[src/rtl/pipe_hazard_ctrl.sv]
// Hazard/stall controller for the 5-stage MIPS pipeline: load-use and HI/LO
// interlocks, branch/jump flush, multiply/divide busy sequencing, stall counter.
module pipe_hazard_ctrl #(
  parameter int unsigned MULT_LAT = 4,
  parameter int unsigned DIV_LAT  = 32
) (
  input  logic        clk,
  input  logic        rst_n,
  input  logic [31:0] id_instr,
  input  logic        ex_mem_read,
  input  logic [4:0]  ex_rt,
  input  logic        ex_branch_taken,
  output logic        pc_we,
  output logic        ifid_we,
  output logic        ifid_flush,
  output logic        idex_bubble,
  output logic        md_busy,
  output logic [15:0] perf_stalls
);

  typedef enum logic {IDLE, BUSY} state_t;

  localparam logic [5:0] MULT_CNT = 6'(MULT_LAT);
  localparam logic [5:0] DIV_CNT  = 6'(DIV_LAT);

  state_t      state_q, state_d;
  logic [5:0]  md_cnt_q, md_cnt_d;
  logic [15:0] perf_q, perf_d;

  logic [5:0] op, fn;
  logic [4:0] rs, rt;
  logic       md_op, hilo_use, jump, uses_rt;
  logic       load_use, md_hazard, stall, issue;

  always_comb begin
    op       = id_instr[31:26];
    rs       = id_instr[25:21];
    rt       = id_instr[20:16];
    fn       = id_instr[5:0];
    md_op    = (op == 6'h00) && (fn[5:2] == 4'b0110);
    hilo_use = (op == 6'h00) && (fn[5:2] == 4'b0100);
    jump     = (op == 6'h02) || (op == 6'h03);
    uses_rt  = (op == 6'h00) || (op == 6'h04) || (op == 6'h05) || (op == 6'h2B);
    load_use = ex_mem_read && (ex_rt != 5'd0) &&
               ((ex_rt == rs) || (uses_rt && (ex_rt == rt)));
    md_hazard = (state_q == BUSY) && (md_op || hilo_use);
    stall     = load_use || md_hazard;
    issue     = md_op && !stall && !ex_branch_taken;
  end

  // Pipeline controls are combinational but held low while reset is asserted.
  always_comb begin
    pc_we       = 1'b1;
    ifid_we     = 1'b1;
    ifid_flush  = 1'b0;
    idex_bubble = 1'b0;
    if (ex_branch_taken) begin
      ifid_flush  = 1'b1;
      idex_bubble = 1'b1;
    end else if (stall) begin
      pc_we       = 1'b0;
      ifid_we     = 1'b0;
      idex_bubble = 1'b1;
    end else if (jump) begin
      ifid_flush  = 1'b1;
    end
    if (!rst_n) begin
      pc_we       = 1'b0;
      ifid_we     = 1'b0;
      ifid_flush  = 1'b0;
      idex_bubble = 1'b0;
    end
  end

  always_comb begin
    state_d  = state_q;
    md_cnt_d = md_cnt_q;
    case (state_q)
      IDLE: begin
        if (issue) begin
          md_cnt_d = fn[1] ? DIV_CNT : MULT_CNT;
          state_d  = BUSY;
        end
      end
      BUSY: begin
        md_cnt_d = md_cnt_q - 6'd1;
        if (md_cnt_q == 6'd1) state_d = IDLE;
      end
      default: begin
        state_d  = IDLE;
        md_cnt_d = '0;
      end
    endcase
  end

  always_comb begin
    perf_d = perf_q;
    if (stall && !ex_branch_taken && (perf_q != '1)) perf_d = perf_q + 16'd1;
  end

  always_ff @(posedge clk or negedge rst_n) begin
    if (!rst_n) begin
      state_q  <= IDLE;
      md_cnt_q <= '0;
      perf_q   <= '0;
    end else begin
      state_q  <= state_d;
      md_cnt_q <= md_cnt_d;
      perf_q   <= perf_d;
    end
  end

  assign md_busy     = (state_q == BUSY);
  assign perf_stalls = perf_q;

endmodule

[config.mk]
export PLATFORM = sky130hd
export DESIGN_NAME = pipe_hazard_ctrl
export DESIGN_NICKNAME = d
export VERILOG_FILES = /design/src/rtl/pipe_hazard_ctrl.sv
export SDC_FILE = /design/constraint.sdc
export NUM_CORES = 1
export LEC_CHECK = 0
export CAP_MARGIN = 5
export CELL_PAD_IN_SITES_DETAIL_PLACEMENT = 2
export CELL_PAD_IN_SITES_GLOBAL_PLACEMENT = 2
export CORE_MARGIN = 3
export CORE_UTILIZATION = 25
export DETAILED_ROUTE_END_ITERATION = 8
export PLACE_DENSITY = 0.86
export SYNTH_ARGS = -nofsm -noshare
export SYNTH_HDL_FRONTEND = slang
export SYNTH_SLANG_ARGS = --single-unit
[constraint.sdc]
create_clock -name clk -period 2.62 [get_ports clk]
set_clock_uncertainty 0.15 [all_clocks]
set_input_delay 0.262 -clock clk [delete_from_list [all_inputs] [get_ports clk]]
set_output_delay 0.262 -clock clk [all_outputs]
set_load 0.05 [all_outputs]
Word level (Yosys, flattened, before mapping)
Index checks and enable logic that the tools add are counted.

Multiplexer cells: 16. Bitwise logic cells: 1. Reductions and logical operators: 21. Equal/unequal tests: 12. Multipliers: 0. Div/mod/pow operators: 0. Shift operators: 0. Add/sub/neg operators: 2. $lt $le $gt $ge: 0.

Operators with widths (count): adder 16 x 1 -> 16 bit (second input constant) (1); != test 16 bit (second input constant) (1); equality test 6 x 2 -> 1 bit (second input constant) (2); equality test 6 x 3 -> 1 bit (second input constant) (2); 2-to-1 mux 1 bit (12); 2-to-1 mux 6 bit (2); case mux 6 bit (2 select lines) (1); equality test 5 bit (2); logical AND 1 bit (10); equality test 4 x 3 -> 1 bit (second input constant) (2); logical OR 1 bit (7); equality test 6 x 1 -> 1 bit (second input constant) (1); equality test 6 bit (second input constant) (1); logical NOT 6 bit (1); subtractor 6 x 1 -> 6 bit (second input constant) (1); nonzero test 5 bit (1); logical NOT 1 bit (2); != test 2 bit (second input constant) (1); case mux 1 bit (2 select lines) (1); inverter 1 bit (1).

Word-level logic and storage cells: 55. Memory bits (writable): 0. Memories kept: 0. Bits in latches: 0. Output and inout bits: 21. Register bits after elaboration: 23. Bits in read-only memories: 0. Input port bits: 41.

Logic depth before layout (Yosys ltp)
Depth after elaboration: 13. Depth in mapped cells: 8. Depth with buffers taken out: 7.

Worst setup path after synthesis
No wires, ideal clock.

Kind: input -> output. From: input port ex_rt[1]. To: output port ifid_flush. Data required time: 2.208 ns. Stages: 7. Path buffers: 1. Setup slack: -0.757 ns. Data arrival time: 2.965 ns. Path through: or4_1 o21ai_1 nor4_1 nor3_2 buf_4 nor2_1 nor3b_1.

Word-level cells in the longest chain between the ends: 8. Elaborated cells on any way between the ends: 11. Those cells by class: 2 x eq/ne; 3 x mux; 6 x reduce/logical.

Ends and longest elaborated chain: start: declaration (RTL line 11) `input logic [4:0] ex_rt,`; equality test 5 bit (RTL line 45) `((ex_rt == rs) || (uses_rt && (ex_rt == rt)));`; logical AND 1 bit (RTL line 45); logical OR 1 bit (RTL line 45); logical AND 1 bit (*) (RTL line 44) `load_use = ex_mem_read && (ex_rt != 5'd0) &&`; logical OR 1 bit (*) (RTL line 47) `stall = load_use || md_hazard;`; 2-to-1 mux 1 bit (*) (RTL line 60) `end else if (stall) begin`; 2-to-1 mux 1 bit (*) (RTL line 57) `if (ex_branch_taken) begin`; 2-to-1 mux 1 bit (*) (RTL line 67) `if (!rst_n) begin`; end: declaration (RTL line 15) `output logic ifid_flush,`.

Mark *: on every way between the ends. The rest lies on a longest branch, timed or not.

Worst setup path in the final report
From: input port ex_rt[1]. To: output port idex_bubble.

Word-level cells in the longest chain between the ends: 8. Elaborated cells on any way between the ends: 11. Those cells by class: 2 x eq/ne; 3 x mux; 6 x reduce/logical.

Ends and longest elaborated chain: equality test 5 bit (RTL line 45); logical AND 1 bit (RTL line 45); logical OR 1 bit (RTL line 45); logical AND 1 bit (*) (RTL line 44); logical OR 1 bit (*) (RTL line 47); 2-to-1 mux 1 bit (*) (RTL line 60); 2-to-1 mux 1 bit (*) (RTL line 57); 2-to-1 mux 1 bit (*) (RTL line 67); end: declaration (RTL line 16) `output logic idex_bubble,`.

Marked as above.

==> reports/summary.txt <==
status -> complete, no violations
Final Core Density -> 42.1%
Crit path max-delay family -> compound AO/OA/AOI/OAI gates
CTS Hold Buffers Added -> 0
Critical Path, Cell by Cell -> dlygate4sd2_1 -> or4_4 -> o21ai_4 -> a2111oi_4 -> buf_4 -> o41a_1 -> buf_12
Mapped Cells -> 146
NetSw -> 0.000358 W
CTS root buf -> clkbuf_8
number of diodes -> 0
Rows -> 27
Setup-failing EPs final -> 0
CTS Sinks -> 23
routed vias -> 1461
initial antenna violation count -> 0
H-tree levels -> 1
worst hold margin -> 150 ps
clock share of power -> 22.6%
critical path's slowest cell -> or4_4
Final Max Tran Viols -> 0
Post-Syn Nets -> 190
CP Data Arrival Time -> 2140 ps
FF+latch count, synth -> 23
final antenna-violating net count -> 0
share of power burned in registers -> 44.5%
count of cell types in the netlist -> 34
GR Overflow Total -> 0
Worst-path clk slew -> 80 ps
DRC Markers -> 0
largest net degree at the start of global routing -> 16
drt pass-1 iters -> 4
syn avg cell area -> 10.1 um^2
Synth async-reset ratio -> 100%
Min-Delay Path Class -> in2async
DIE AREA -> 6830 um^2
Ports -> 62
Synth Flop Type -> dfrtp_1
fmax -> 0.392 GHz
min Tclk post-route -> 2550 ps
CP peak stage delay -> 520 ps
first-pass GRT wire length -> 8.89 mm
worst slew pin tran -> 519 ps
P per Cell Area -> 432 nW/um^2
Pleak -> 1.00 nW
EDFF count, synth -> 0
port buffer count -> 50
GRT Total Usage -> 17.9%
TritonCTS clock tree -> built
wire per inst -> 18.8 um
Starting Density -> 26.2%
Placer Congestion -> 0.728
Post-Route WL -> 5.43 mm
Fin. Hold Viols -> 0
Syn-to-layout area delta -> 60.9%
vias in the first global route -> 1639
Crit path required time -> 2210 ps
share of cells above drive strength 1 -> 24.5%
Synth Warn # -> 0
Die X -> 82.7 um
Max Cap Viol -> 0
combinational power share -> 32.9%
Die Height -> 82.7 um
Post-Synthesis Cell Area -> 1470 um^2
Critical Path Fanout Max -> 2
via/cell ratio -> 5.07
register area share after synthesis -> 39.2%
Slew HR -> 65.3%
Num CTS Buffers -> 3
post-DP HPWL -> 3.92 mm
CORE AREA -> 5610 um^2
1st-iter DRT viols -> 65
Pint -> 0.000663 W
buffer and inverter count on the worst path -> 3
total power draw -> 0.00102 W
Nets -> 261
worst skew pair latency -> 270 ps
clock buffer depth -> 2
sw frac -> 35.1%
placed cell count -> 283
Crit. End Element -> output port
Final period util -> 97.4%
CP startpoint kind -> input pin
RSZ-0062 raised after global routing -> no
non-filler instance count after layout -> 288
Setup CP Type -> in2out
VDD IR-drop max -> 0.000173 V
[layout by cell type (no fill, tap or decap), drive strengths merged, types with 3 or more instances in the layout]
| cell type | instances |
|---|---|
| clkdlybuf4s50 | 36 |
| buf | 26 |
| dfrtp | 23 |
| xor2 | 18 |
| nor4 | 12 |
| xnor2 | 11 |
| nor2 | 9 |
| nand2 | 8 |
| nand4 | 7 |
| nand3 | 7 |
| nor3 | 6 |
| clkbuf | 6 |
| dlymetal6s2s | 5 |
| nor4b | 5 |
| or4 | 4 |
| inv | 3 |
| or3 | 3 |
| ha | 3 |
| dlygate4sd2 | 3 |
| nor2b | 3 |
| o21ai | 3 |
[cell families (layout without fill, tap and decap cells)]
group / Yosys count / count (layout) / share of synthesized area [%]
AO/OA/AOI/OAI: 9 / 9 / 5.62
XOR/XNOR: 29 / 29 / 17.3
adder cells (fa/ha/maj): 3 / 3 / 2.56
buffers and inverters: 9 / 79 / 2.81
flip-flops: 23 / 23 / 39.2
multiplexers: 1 / 1 / 0.767
AND/OR/NAND/NOR: 72 / 72 / 31.8
[sequential cells by signal (all words and copies together) (netlist names)]
register     cells
md_busy          1
perf_stalls     16
md_cnt_q         6
[cells in the mapped netlist, types with 4 or more instances]
cell | instances | area (um^2)
nand2_1 | 8 | 30.0
nor2_1 | 9 | 33.8
xnor2_1 | 11 | 96.3
nor4b_1 | 4 | 35.0
dfrtp_1 | 23 | 576
nor4_1 | 6 | 37.5
nand3_1 | 7 | 35.0
clkbuf_1 | 4 | 15.0
nor4_2 | 6 | 75.1
xor2_1 | 18 | 158
nand4_1 | 7 | 43.8
nor3_1 | 5 | 25.0
[through the flow]
step           setup WS [ps]  instance area, um^2  TNS, ps
6_report                67.9                 2360        0
5_1_grt                 23.0                 2360        0
4_1_cts                 4.83                 2350        0
3_5_place_dp            -321                 2270    -4920
3_3_place_gp            -190                 2270    -2580
2_1_floorplan           62.0                 1520        0
[per-layer routing]
layer / wire (um) / global-route usage, % / up-vias
met5: 0 / 0 / -
met3: 276 / 3.36 / 11
li1: - / - / 670
met4: 164 / 8.33 / 0
met2: 2990 / 33.7 / 54
met1: 1990 / 19.2 / 726
[layout make-up]
class,count,area (um^2)
Sequential cell,23,578
Clock buffer,4,45.0
Fill cell,633,3240
Inverter,3,11.3
Timing Repair Buffer,72,704
Tap cell,72,90.1
Multi-Input combinational cell,114,935
[power by group through the flow]
stage                     clock network, W  logic, W  registers (W)
final                             0.000231  0.000336       0.000455
after global routing              0.000248  0.000370       0.000464
after CTS                         0.000237  0.000340       0.000455
after detailed placement                 0  0.000328       0.000458
after global placement                   0  0.000312       0.000453
after floorplan                          0  0.000134       0.000490
[final timing paths]
path	startpoint	cells past startpoint	slack (ps)	to
min in group clk	perf_stalls[15]$_DFFE_PN0P_	1	350	perf_stalls[15]$_DFFE_PN0P_
max in group asynchronous	rst_n	3	1730	md_cnt_q[5]$_DFFE_PN0P_
max reg2reg	perf_stalls[0]$_DFFE_PN0P_	7	200	perf_stalls[1]$_DFFE_PN0P_
max	ex_rt[1]	7	70	idex_bubble
min	rst_n	2	150	perf_stalls[2]$_DFFE_PN0P_
min reg2reg	perf_stalls[15]$_DFFE_PN0P_	1	350	perf_stalls[15]$_DFFE_PN0P_
[repair_timing]
action,CTS,global route
gates cloned,0,0
pin swaps,4,7
setup endpoints to repair,6,19
setup buffers,1,0
gates resized for setup,10,11
No activity file was read; power rests on OpenSTA's default activity.
==> patch 1: new RTL, same settings <==
Reset style: synchronous (`rst_n`), changed in one clocked block.
--- a/src/rtl/pipe_hazard_ctrl.sv
+++ b/src/rtl/pipe_hazard_ctrl.sv
@@ -99,5 +99,5 @@
   end
 
-  always_ff @(posedge clk or negedge rst_n) begin
+  always_ff @(posedge clk) begin
     if (!rst_n) begin
       state_q  <= IDLE;
Behaviour: differs if rst_n is asserted again (counterexample within 4 cycles, from zero or initial values and one cycle with rst_n low); with rst_n held inactive, the same outputs for 10 cycles.
==> patch 1 against the original RTL <==
Cell area increased by 1.3%; worst setup slack got worse by 26 ps; area after synthesis increased by 2.3%; final cell count increased by 14%; sequential cell count unchanged; critical path depth increased by 3; via count increased by 16%; routed wire length increased by 9.0%.
Power is not compared: it rests on default switching activity, and its combinational part moved more than twofold at a synthesized area within 25%.
==> patch 1: results (changes against the original RTL) <==
# Post-CTS Setup Buffers 4 (was 1); most frequent cells after synthesis dfxtp_1, nand2_1, nor2_1 (was dfrtp_1, xor2_1, xnor2_1); metal3 WL 212 µm (was 276 µm); HPWL after detailed placement 4.40 mm (was 3.92 mm); Adder-Cell Fraction of Synth Area 0.0250 (was 0.0256); slowest stage cell, crit path a2111oi_4 (was or4_4); P&R area growth vs syn 59.3% (was 60.9%); sequential share of the synthesized area 0.306 (was 0.392); worst hold path class register to register (was primary input to asynchronous set/reset pin); Filler cells 632 (was 633); Post-Route M1 WL 2.59 mm (was 1.99 mm); Post-Synth XOR/XNOR Area 0.0641 (was 0.173); status complete, no violations (unchanged); GR Util met1 0.211 (was 0.192); number of global-route vias before repair 1785 (was 1639); largest net degree at the start of global routing 17 (was 16); DP Cell Count 319 (was 283); worst-path fanout max 8 (was 2); Syn Nets 229 (was 190); post_cts resized 19 (was 10); Worst Path Arrival 2580 ps (was 2140 ps); mux contribution to synthesized area 0.0466 (was 0.00767); smallest hold slack 359 ps (was 150 ps); reg2reg start perf_stalls[0]$_SDFFE_PN0P_ (was perf_stalls[0]$_DFFE_PN0P_); worst setup path start id_instr[26] (was ex_rt[1])
patch 1: cell count changes after synthesis, sizes merged, moves of 7 or more:
| cell | delta |
|---|---|
| nand2 | +10 |
| a21oi | +10 |
| dfxtp | +23 |
| mux2i | +7 |
| dfrtp | -23 |
| xor2 | -16 |
patch 1: worst max-delay path by stage:
| stage | cells past startpoint | slack (ps) | to |
|---|---|---|---|
| final | 10 | 40 | perf_stalls[12]$_SDFFE_PN0P_ |
| after global routing | 10 | -70 | perf_stalls[12]$_SDFFE_PN0P_ |
| after CTS | 9 | 7 | ifid_flush |
| after detailed placement | 8 | -330 | perf_stalls[14]$_SDFFE_PN0P_ |
| after global placement | 8 | -220 | perf_stalls[12]$_SDFFE_PN0P_ |
| after floorplan | 8 | -100 | pc_we |
patch 1: critical path, delay by kind of cell:
family | cells | cell delay (ps)
AOI/OAI and AO/OA | 4 | 1040
buffers and inverters | 4 | 670
and+or+nand+nor | 2 | 590
==> patch 2: new RTL, same flow settings <==
Without the edit above. Set the parameter `DIV_LAT` to 24 (it was 32).
--- a/src/rtl/pipe_hazard_ctrl.sv
+++ b/src/rtl/pipe_hazard_ctrl.sv
@@ -3,5 +3,5 @@
 module pipe_hazard_ctrl #(
   parameter int unsigned MULT_LAT = 4,
-  parameter int unsigned DIV_LAT  = 32
+  parameter int unsigned DIV_LAT  = 24
 ) (
   input  logic        clk,
Check against the original RTL: no difference found for any inputs over 10 cycles, from zero or initial values and one cycle with rst_n low; that may be too few to reach the edited logic, so the function may still have changed.
==> patch 2 against the original RTL <==
Total power decreased by 2.0%; sequential cell count is the same; area after synthesis is 0.51% lower; worst setup slack got worse by 27 ps; routed wire length decreased by 12%; cell area decreased by 2.4%; sequential power fell by 3%; clock power down 3%; synthesized cell count fell by 2.1%; worst hold slack worse by 15 ps; highest routed layer unchanged.
==> patch 2: results (changes against the original RTL) <==
Netlist cell types 41 (was 34); DP Cell Count 276 (was 283); sequential share of the synthesized area 0.394 (was 0.392); first-pass GRT wire length 7.87 mm (was 8.89 mm); DR vias 1359 (was 1461); leak pwr 1.01 nW (was 1.00 nW); reg2reg start perf_stalls[2]$_DFFE_PN0P_ (was perf_stalls[0]$_DFFE_PN0P_); Syn Nets 187 (was 190); Avg Cell Area, Syn 10.2 µm² (was 10.1 µm²); number of global-route vias before repair 1556 (was 1639); GRT Resource Usage Total 0.153 (was 0.179); WL/cell 16.9 µm (was 18.8 µm); routed wl met2 2.65 mm (was 2.99 mm); Post-Route M1 WL 1.86 mm (was 1.99 mm); ranking of synthesized cells by area dfrtp_1, xor2_1, xnor2_1 (unchanged); worst-path fanout max 3 (was 2); status complete, no violations (unchanged); Post-Synth XOR/XNOR Area 0.156 (was 0.173); post_cts resized 29 (was 10); post-synthesis compound-gate area fraction 0.0676 (was 0.0562); Slew @ Worst Pin 504 ps (was 519 ps); Worst Path Arrival 2170 ps (was 2140 ps); mux contribution to synthesized area 0.0231 (was 0.00767); Place WS -358 ps (was -321 ps); Worst VDD drop 221 µV (was 173 µV); Filler cells 607 (was 633); gp weighted congestion 0.717 (was 0.728); most frequent cells after synthesis dfrtp_1, xor2_1, nand2_1 (was dfrtp_1, xor2_1, xnor2_1); reg-to-reg setup timing slack 360 ps (was 200 ps); delay-heaviest family, CP simple AND/OR/NAND/NOR gates (was compound AO/OA/AOI/OAI gates); 1st-iter DRT viols 35 (was 65); nets 255 (was 261); HPWL after detailed placement 3.78 mm (was 3.92 mm); # Post-CTS Setup Buffers 2 (was 1); DR vias/cell 4.82 (was 5.07); smallest hold slack 135 ps (was 150 ps)
patch 2: changes by cell type in the layout (fill, tap and decap cells not counted), moves of 3 or more:
cell / delta
dlygate4sd2_1: +8
nor4_2: -7
buf_4: -6
dlymetal6s2s_1: -5
nor2_1: -4
and3_1: +3
clkdlybuf4s50_1: -3
inv_1: +3
nand2_1: +3
patch 2: worst max path at each step:
stage                  from                     endpoint  slack, ps
6_report       id_instr[29]                        pc_we         40
5_1_grt            ex_rt[1]                        pc_we        0.7
4_1_cts        id_instr[28]                        pc_we          9
3_5_place_dp   id_instr[29]  perf_stalls[13]$_DFFE_PN0P_       -360
3_3_place_gp   id_instr[26]  perf_stalls[15]$_DFFE_PN0P_       -270
2_1_floorplan  id_instr[26]                        pc_we         50
patch 2: metal layers:
metal  vias to the layer above  track usage
met2                        35        0.306
met3                         4       0.0249
met5                         -            0
li1                        650            -
met4                         0       0.0233
met1                       670        0.169
patch 2: final cells by class:
class | count | area, µm² | area share
Timing Repair Buffer | 68 | 668 | 0.290
Clock inverter | 1 | 5.00 | 0.00217
Inverter | 6 | 22.5 | 0.00976
Sequential cell | 23 | 576 | 0.249
Clock buffer | 3 | 41.3 | 0.0179
Multi-Input combinational cell | 109 | 905 | 0.392
Tap cell | 72 | 90.1 | 0.0390
patch 2: where the power goes:
| part | switching [W] | leakage (nW) | internal [W] |
|---|---|---|---|
| clock network | 0.000118 | 0.0255 | 0.000106 |
| logic | 0.000176 | 0.685 | 0.000158 |
| registers | 0.0000481 | 0.302 | 0.000395 |
| total | 0.000342 | 1.01 | 0.000659 |
patch 2: logic make-up after synthesis:
family / count (synthesis)
fa+ha+maj: 3
compound gates: 13
xor+xnor: 26
simple gates: 64
buf+inv: 11
mux: 3
flops: 23
